[src/rtl/uart_pkg.sv]
// rtl/uart_pkg.sv - shared UART constants and FSM state encoding
// Contents:
//   UART_CLK_DIV_38400  bit period in clk cycles at 48 MHz / 38400 baud
//   UART_ST_*           2-bit state codes, also used by the receiver
//   uart_state_t        enum built on those codes
package uart_pkg;

    localparam int UART_CLK_DIV_38400 = 1250;

    localparam logic [1:0] UART_ST_IDLE  = 2'd0;
    localparam logic [1:0] UART_ST_START = 2'd1;
    localparam logic [1:0] UART_ST_DATA  = 2'd2;
    localparam logic [1:0] UART_ST_STOP  = 2'd3;

    typedef enum logic [1:0] {
        ST_IDLE  = UART_ST_IDLE,
        ST_START = UART_ST_START,
        ST_DATA  = UART_ST_DATA,
        ST_STOP  = UART_ST_STOP
    } uart_state_t;

endpackage

[src/rtl/sync_fifo.sv]
// rtl/sync_fifo.sv - single-clock FIFO with registered occupancy count
// Ports:
//   clk, rst_n      clock, asynchronous active-low reset
//   push, push_data write request and data; ignored when full
//   pop, pop_data   read request; pop_data shows the head entry combinationally
//   count           entries held (0..DEPTH)
//   empty           count == 0
module sync_fifo #(
    parameter int WIDTH = 8,
    parameter int DEPTH = 8
) (
    input  logic                     clk,
    input  logic                     rst_n,
    input  logic                     push,
    input  logic [WIDTH-1:0]         push_data,
    input  logic                     pop,
    output logic [WIDTH-1:0]         pop_data,
    output logic [$clog2(DEPTH):0]   count,
    output logic                     empty
);

    localparam int AW = $clog2(DEPTH);
    localparam int CW = AW + 1;

    logic [WIDTH-1:0] mem [DEPTH];
    logic [AW-1:0]    wr_ptr;
    logic [AW-1:0]    rd_ptr;
    logic             full;
    logic             push_en;
    logic             pop_en;

    // Full/empty come only from the registered count, so a pop in the same
    // cycle never makes room for a push.
    assign full     = (count == CW'(DEPTH));
    assign empty    = (count == '0);
    assign push_en  = push && !full;
    assign pop_en   = pop && !empty;
    assign pop_data = mem[rd_ptr];

    always_ff @(posedge clk) begin
        if (push_en) begin
            mem[wr_ptr] <= push_data;
        end
    end

    // Pointers wrap naturally because DEPTH is a power of two.
    always_ff @(posedge clk or negedge rst_n) begin
        if (!rst_n) begin
            wr_ptr <= '0;
            rd_ptr <= '0;
            count  <= '0;
        end else begin
            if (push_en) begin
                wr_ptr <= wr_ptr + AW'(1);
            end
            if (pop_en) begin
                rd_ptr <= rd_ptr + AW'(1);
            end
            case ({push_en, pop_en})
                2'b10:   count <= count + CW'(1);
                2'b01:   count <= count - CW'(1);
                default: count <= count;
            endcase
        end
    end

endmodule

[src/rtl/uart_tx_fifo.sv]
// rtl/uart_tx_fifo.sv - buffered 8N1/8N2 UART transmitter, LSB first
// Ports:
//   clk, rst_n          clock, asynchronous active-low reset
//   wr_data, wr_valid   byte offered by producer
//   wr_ready            FIFO not full; byte taken when wr_valid && wr_ready
//   tx                  registered serial line, idle high
//   busy                high from start bit to end of last stop bit
//   fifo_count          bytes waiting, not counting the one being sent
module uart_tx_fifo
    import uart_pkg::*;
#(
    parameter int CLK_DIV   = UART_CLK_DIV_38400,
    parameter int DEPTH     = 8,
    parameter int STOP_BITS = 1
) (
    input  logic                     clk,
    input  logic                     rst_n,
    input  logic [7:0]               wr_data,
    input  logic                     wr_valid,
    output logic                     wr_ready,
    output logic                     tx,
    output logic                     busy,
    output logic [$clog2(DEPTH):0]   fifo_count
);

    localparam int BW = $clog2(CLK_DIV);
    localparam int CW = $clog2(DEPTH) + 1;

    uart_state_t    state, state_n;
    logic [BW-1:0]  baud_cnt, baud_cnt_n;
    logic [2:0]     bit_cnt, bit_cnt_n;
    logic [7:0]     shift, shift_n;
    logic           fifo_pop;
    logic [7:0]     fifo_data;
    logic           fifo_empty;
    logic           baud_last;
    logic           tx_d;
    logic           busy_d;

    assign wr_ready  = (fifo_count != CW'(DEPTH));
    assign baud_last = (baud_cnt == BW'(CLK_DIV - 1));

    sync_fifo #(
        .WIDTH (8),
        .DEPTH (DEPTH)
    ) u_fifo (
        .clk       (clk),
        .rst_n     (rst_n),
        .push      (wr_valid && wr_ready),
        .push_data (wr_data),
        .pop       (fifo_pop),
        .pop_data  (fifo_data),
        .count     (fifo_count),
        .empty     (fifo_empty)
    );

    always_ff @(posedge clk or negedge rst_n) begin
        if (!rst_n) begin
            state    <= ST_IDLE;
            baud_cnt <= '0;
            bit_cnt  <= '0;
            shift    <= '0;
            tx       <= 1'b1;
            busy     <= 1'b0;
        end else begin
            state    <= state_n;
            baud_cnt <= baud_cnt_n;
            bit_cnt  <= bit_cnt_n;
            shift    <= shift_n;
            tx       <= tx_d;
            busy     <= busy_d;
        end
    end

    // tx and busy are registered from the current state, so the line lags
    // the FSM by one cycle: pop at N+1, start bit visible from N+2.
    always_comb begin
        tx_d   = 1'b1;
        busy_d = (state != ST_IDLE);
        case (state)
            ST_START: tx_d = 1'b0;
            ST_DATA:  tx_d = shift[0];
            default:  tx_d = 1'b1;
        endcase
    end

    always_comb begin
        state_n    = state;
        baud_cnt_n = baud_cnt;
        bit_cnt_n  = bit_cnt;
        shift_n    = shift;
        fifo_pop   = 1'b0;
        case (state)
            ST_IDLE: begin
                baud_cnt_n = '0;
                if (!fifo_empty) begin
                    fifo_pop  = 1'b1;
                    shift_n   = fifo_data;
                    bit_cnt_n = '0;
                    state_n   = ST_START;
                end
            end
            ST_START: begin
                if (baud_last) begin
                    baud_cnt_n = '0;
                    bit_cnt_n  = '0;
                    state_n    = ST_DATA;
                end else begin
                    baud_cnt_n = baud_cnt + BW'(1);
                end
            end
            ST_DATA: begin
                if (baud_last) begin
                    baud_cnt_n = '0;
                    shift_n    = {1'b0, shift[7:1]};
                    if (bit_cnt == 3'd7) begin
                        bit_cnt_n = '0;
                        state_n   = ST_STOP;
                    end else begin
                        bit_cnt_n = bit_cnt + 3'd1;
                    end
                end else begin
                    baud_cnt_n = baud_cnt + BW'(1);
                end
            end
            ST_STOP: begin
                // bit_cnt counts stop bits here; the next queued byte goes
                // straight to START so back-to-back frames have no gap.
                if (baud_last) begin
                    baud_cnt_n = '0;
                    if (bit_cnt == 3'(STOP_BITS - 1)) begin
                        bit_cnt_n = '0;
                        if (!fifo_empty) begin
                            fifo_pop = 1'b1;
                            shift_n  = fifo_data;
                            state_n  = ST_START;
                        end else begin
                            state_n  = ST_IDLE;
                        end
                    end else begin
                        bit_cnt_n = bit_cnt + 3'd1;
                    end
                end else begin
                    baud_cnt_n = baud_cnt + BW'(1);
                end
            end
            default: state_n = ST_IDLE;
        endcase
    end

endmodule

[config.mk]
export PLATFORM = sky130hd
export DESIGN_NAME = uart_tx_fifo
export DESIGN_NICKNAME = d
export VERILOG_FILES = /design/src/rtl/uart_pkg.sv /design/src/rtl/sync_fifo.sv /design/src/rtl/uart_tx_fifo.sv
export SDC_FILE = /design/constraint.sdc
export NUM_CORES = 1
export LEC_CHECK = 0
export BUFFER_PORTS_ARGS = -buffer_cell sky130_fd_sc_hd__buf_2
export CAP_MARGIN = 40
export CORE_MARGIN = 2
export CORE_UTILIZATION = 45
export CTS_CLUSTER_SIZE = 40
export DETAILED_ROUTE_END_ITERATION = 10
export GPL_TIMING_DRIVEN = 0
export PLACE_DENSITY_LB_ADDON = 0.1
export SLEW_MARGIN = 5
export SYNTH_ARGS = -nofsm -noshare
export SYNTH_HDL_FRONTEND = slang
export SYNTH_HIERARCHICAL = 1
export SYNTH_SLANG_ARGS = --single-unit
[constraint.sdc]
create_clock -name clk -period 3.3 [get_ports clk]
set_input_delay 0.66 -clock clk [delete_from_list [all_inputs] [get_ports clk]]
set_output_delay 0.66 -clock clk [all_outputs]
set_load 0.05 [all_outputs]
==> flow_metrics.py <==
metrics = {
    "global_route": {
        "use_met1": 0.2334,
        "grt_overflow_total": 0,
        "grt_pass1_wl_um": 13600,
        "grt_max_degree": 26,
        "antenna_found_initial": 0,
        "use_met3": 0.03182,
        "grt_pass1_vias": 2515,
        "grt_use_total": 0.1629,
        "use_met2": 0.2532,
        "grt.busiest_layer": "met2",
    },
    "power": {
        "ir_worst_vdd_uv": 361.7,
        "cellPowerDensity_nw_per_um2": 560.9,
        "leakage_nw": 1.986,
        "finalPower_w": 0.002920,
    },
    "clock_tree": {
        "cts_max_level": 3,
        "clock_latency_ns": 0.36,
        "tritoncts": "built",
        "cts_buffer_depth": 2,
        "cts_buffers": 9,
        "clock_sinks": 100,
        "cts.clk_slew.worst_paths_ns": 0.11,
        "root_buffer": "clkbuf_8",
    },
    "die": {
        "die_x_um": 104.8,
        "io_pins": 18,
        "die-area_sq_um": 10970,
        "placeableCoreArea_sq_um": 9819,
        "rows": 36,
        "start_util": 0.4652,
        "die_h_um": 104.8,
    },
    "synthesis": {
        "synth_area_per_cell_sq_um": 15.92,
        "synth_nets": 314,
        "synth_flop_cell": "edfxtp_1",
        "synth_seq_area_share": 0.6182,
        "synth_warnings": 6,
        "syn_area_sq_um": 4568,
        "synth-async-reset-ratio": 0.3600,
        "ys_ff_latch": 100,
        "synth_cell_type_count": 53,
        "synth_edf_count": 64,
        "synth_cells": 287,
    },
    "critical_path": {
        "cp.required_ns": 3.55,
        "reg2reg_depth": 11,
        "crit_type": "reg -> reg",
        "worstSetupEndpointType": "flop",
        "critPathArrivalTime_ns": 3.36,
        "startpoint_type": "flop",
        "cp_max_fo": 5,
    },
    "placement": {
        "gp_routability_congestion": 0.7728,
        "dpl_cell_area_sq_um": 4910,
        "port_buffers": 17,
        "hpwl_um": 5495,
        "place_inst": 445,
    },
    "sta": {
        "tightestPinTransition_ns": 0.9039,
        "fmax_mhz": 321.0,
        "rsz0062_at_grt": "no",
        "hold_viol": 0,
        "setup_viol": 0,
        "maxSlewViolCount": 0,
        "finalClockSkew_ns": 0.01397,
        "post-route-period-util": 0.9439,
        "slew_headroom": 0.3941,
        "fin_crit_ns": 3.115,
    },
    "run_status": {
        "run_status": "complete, no violations",
    },
    "finish": {
        "final_cells": 466,
        "mostFrequentLayoutCells": "edfxtp_1, dfrtp_1, mux2_2",
        "final_area_sq_um": 5205,
        "area_growth_pct": 13.94,
        "n_antenna_cell": 0,
        "final_common_cell": "edfxtp_1",
        "layout-drive-gt1-share": 0.3033,
        "layout.nets": 355,
    },
    "route": {
        "initialDrtViolationCount": 92,
        "dr.pass1.iters": 4,
        "vias": 2469,
        "ant_nets": 0,
        "drc_errors": 0,
        "drt-total-wl_um": 8251,
        "routedWlPerCell_um": 17.71,
        "via_per_inst": 5.298,
    },
    "min_path": {
        "min_path_type": "in -> async",
    },
    "flow_run": {
        "drv_cap": 0,
    },
}
[worst paths after layout]
check,startpoint,to,slack [ns]
worst max-delay path,baud_cnt[4],u_fifo/count[3],0.19
worst min-delay path,rst_n,bit_cnt[0],0.17
worst max register to register,baud_cnt[4],u_fifo/count[3],0.19
worst min register to register,shift[0],tx,0.48
max in group asynchronous,rst_n,u_fifo/rd_ptr[2],2.69
min in group clk,shift[0],tx,0.48
[power by group]
part	leakage [nW]	total, W	switching (W)	internal (W)
clock	0.0984	0.000743	0.000450	0.000293
combinational	0.868	0.000552	0.000336	0.000216
sequential	1.02	0.00162	0.000121	0.00150
[registers in the layout (all words and copies together), names as in the netlist]
name           cells
busy               1
tx                 1
u_fifo/rd_ptr      3
u_fifo/wr_ptr      3
state              2
shift              8
bit_cnt            3
u_fifo/mem        64
u_fifo/count       4
baud_cnt          11
[cell usage after synthesis (all sizes together) (2+ instances only)]
cell type | number | share of area
a21oi | 3 | 0.0033
a2bb2oi | 2 | 0.0038
and2 | 2 | 0.0030
buf | 7 | 0.012
dfrtp | 35 | 0.19
edfxtp | 64 | 0.42
ha | 15 | 0.041
inv | 14 | 0.012
mux2 | 27 | 0.068
mux2i | 2 | 0.0044
mux4 | 16 | 0.092
nand2 | 13 | 0.011
nand2b | 4 | 0.0055
nand3 | 7 | 0.0088
nand4 | 3 | 0.0041
nor2 | 20 | 0.016
nor3 | 6 | 0.0090
nor3b | 3 | 0.0049
o21ai | 4 | 0.0052
or4b | 3 | 0.0074
xnor2 | 9 | 0.017
xor2 | 6 | 0.012
[critical path, stage by stage, from the launching register on]
cell      delay (ns)
dfrtp_2         0.43
or4_4           0.56
nor3_4          0.18
a41oi_2         0.16
nor3_4          0.22
o41ai_4         0.14
inv_2           0.11
ha_4            0.15
ha_4            0.21
or4b_2          0.62
o311ai_1        0.11
o211ai_1        0.11
[cell families (layout without fill, tap and decap cells)]
kind of cell	after synthesis	count (layout)	synth area share
DFF	100	100	0.6182
and+or+nand+nor	70	70	0.08491
muxes	45	45	0.1646
buffers and inverters	22	68	0.02410
AOI/OAI and AO/OA	19	19	0.03397
adders and majority gates	16	16	0.04547
xor gates and xnor gates	15	15	0.02876
[metrics by stage]
stage               setup slack, ns  hold WS [ns]  TNS [ns]    util
floorplan                   0.06849        0.3644         0       -
global placement            -0.4203        0.4752   -0.4203  0.4912
detailed placement          -0.4103        0.4751   -0.4103  0.5000
CTS                         0.05167        0.1708         0  0.5301
global route               0.002065        0.1630         0  0.5301
finish                       0.1852        0.1742         0  0.5301
[layout make-up]
type / instances / area, sq um
multi-input combinational: 165 / 1714
timing repair buffer: 31 / 206.4
sequential: 100 / 2826
buffer: 7 / 52.55
tap: 133 / 166.4
clock buffer: 9 / 123.9
fill: 848 / 4614
inverter: 14 / 52.55
clock inverter: 7 / 62.56
[per-layer routing]
metal  routed length, um  vias to the layer above
met5                   0                        -
met4                  62                        0
met3                 170                        7
met2                3966                       23
met1                4052                     1257
li1                    -                     1182
[repair_timing]
action | in CTS | in global routing
hold buffers | 0 | 0
pin swaps | 2 | 3
endpoints found under the hold margin | 0 | 0
endpoints found under the setup margin | 1 | 1
buffers inserted | 6 | 0
resized for setup | 10 | 3
Note: power is estimated with default switching activity, not from simulation.
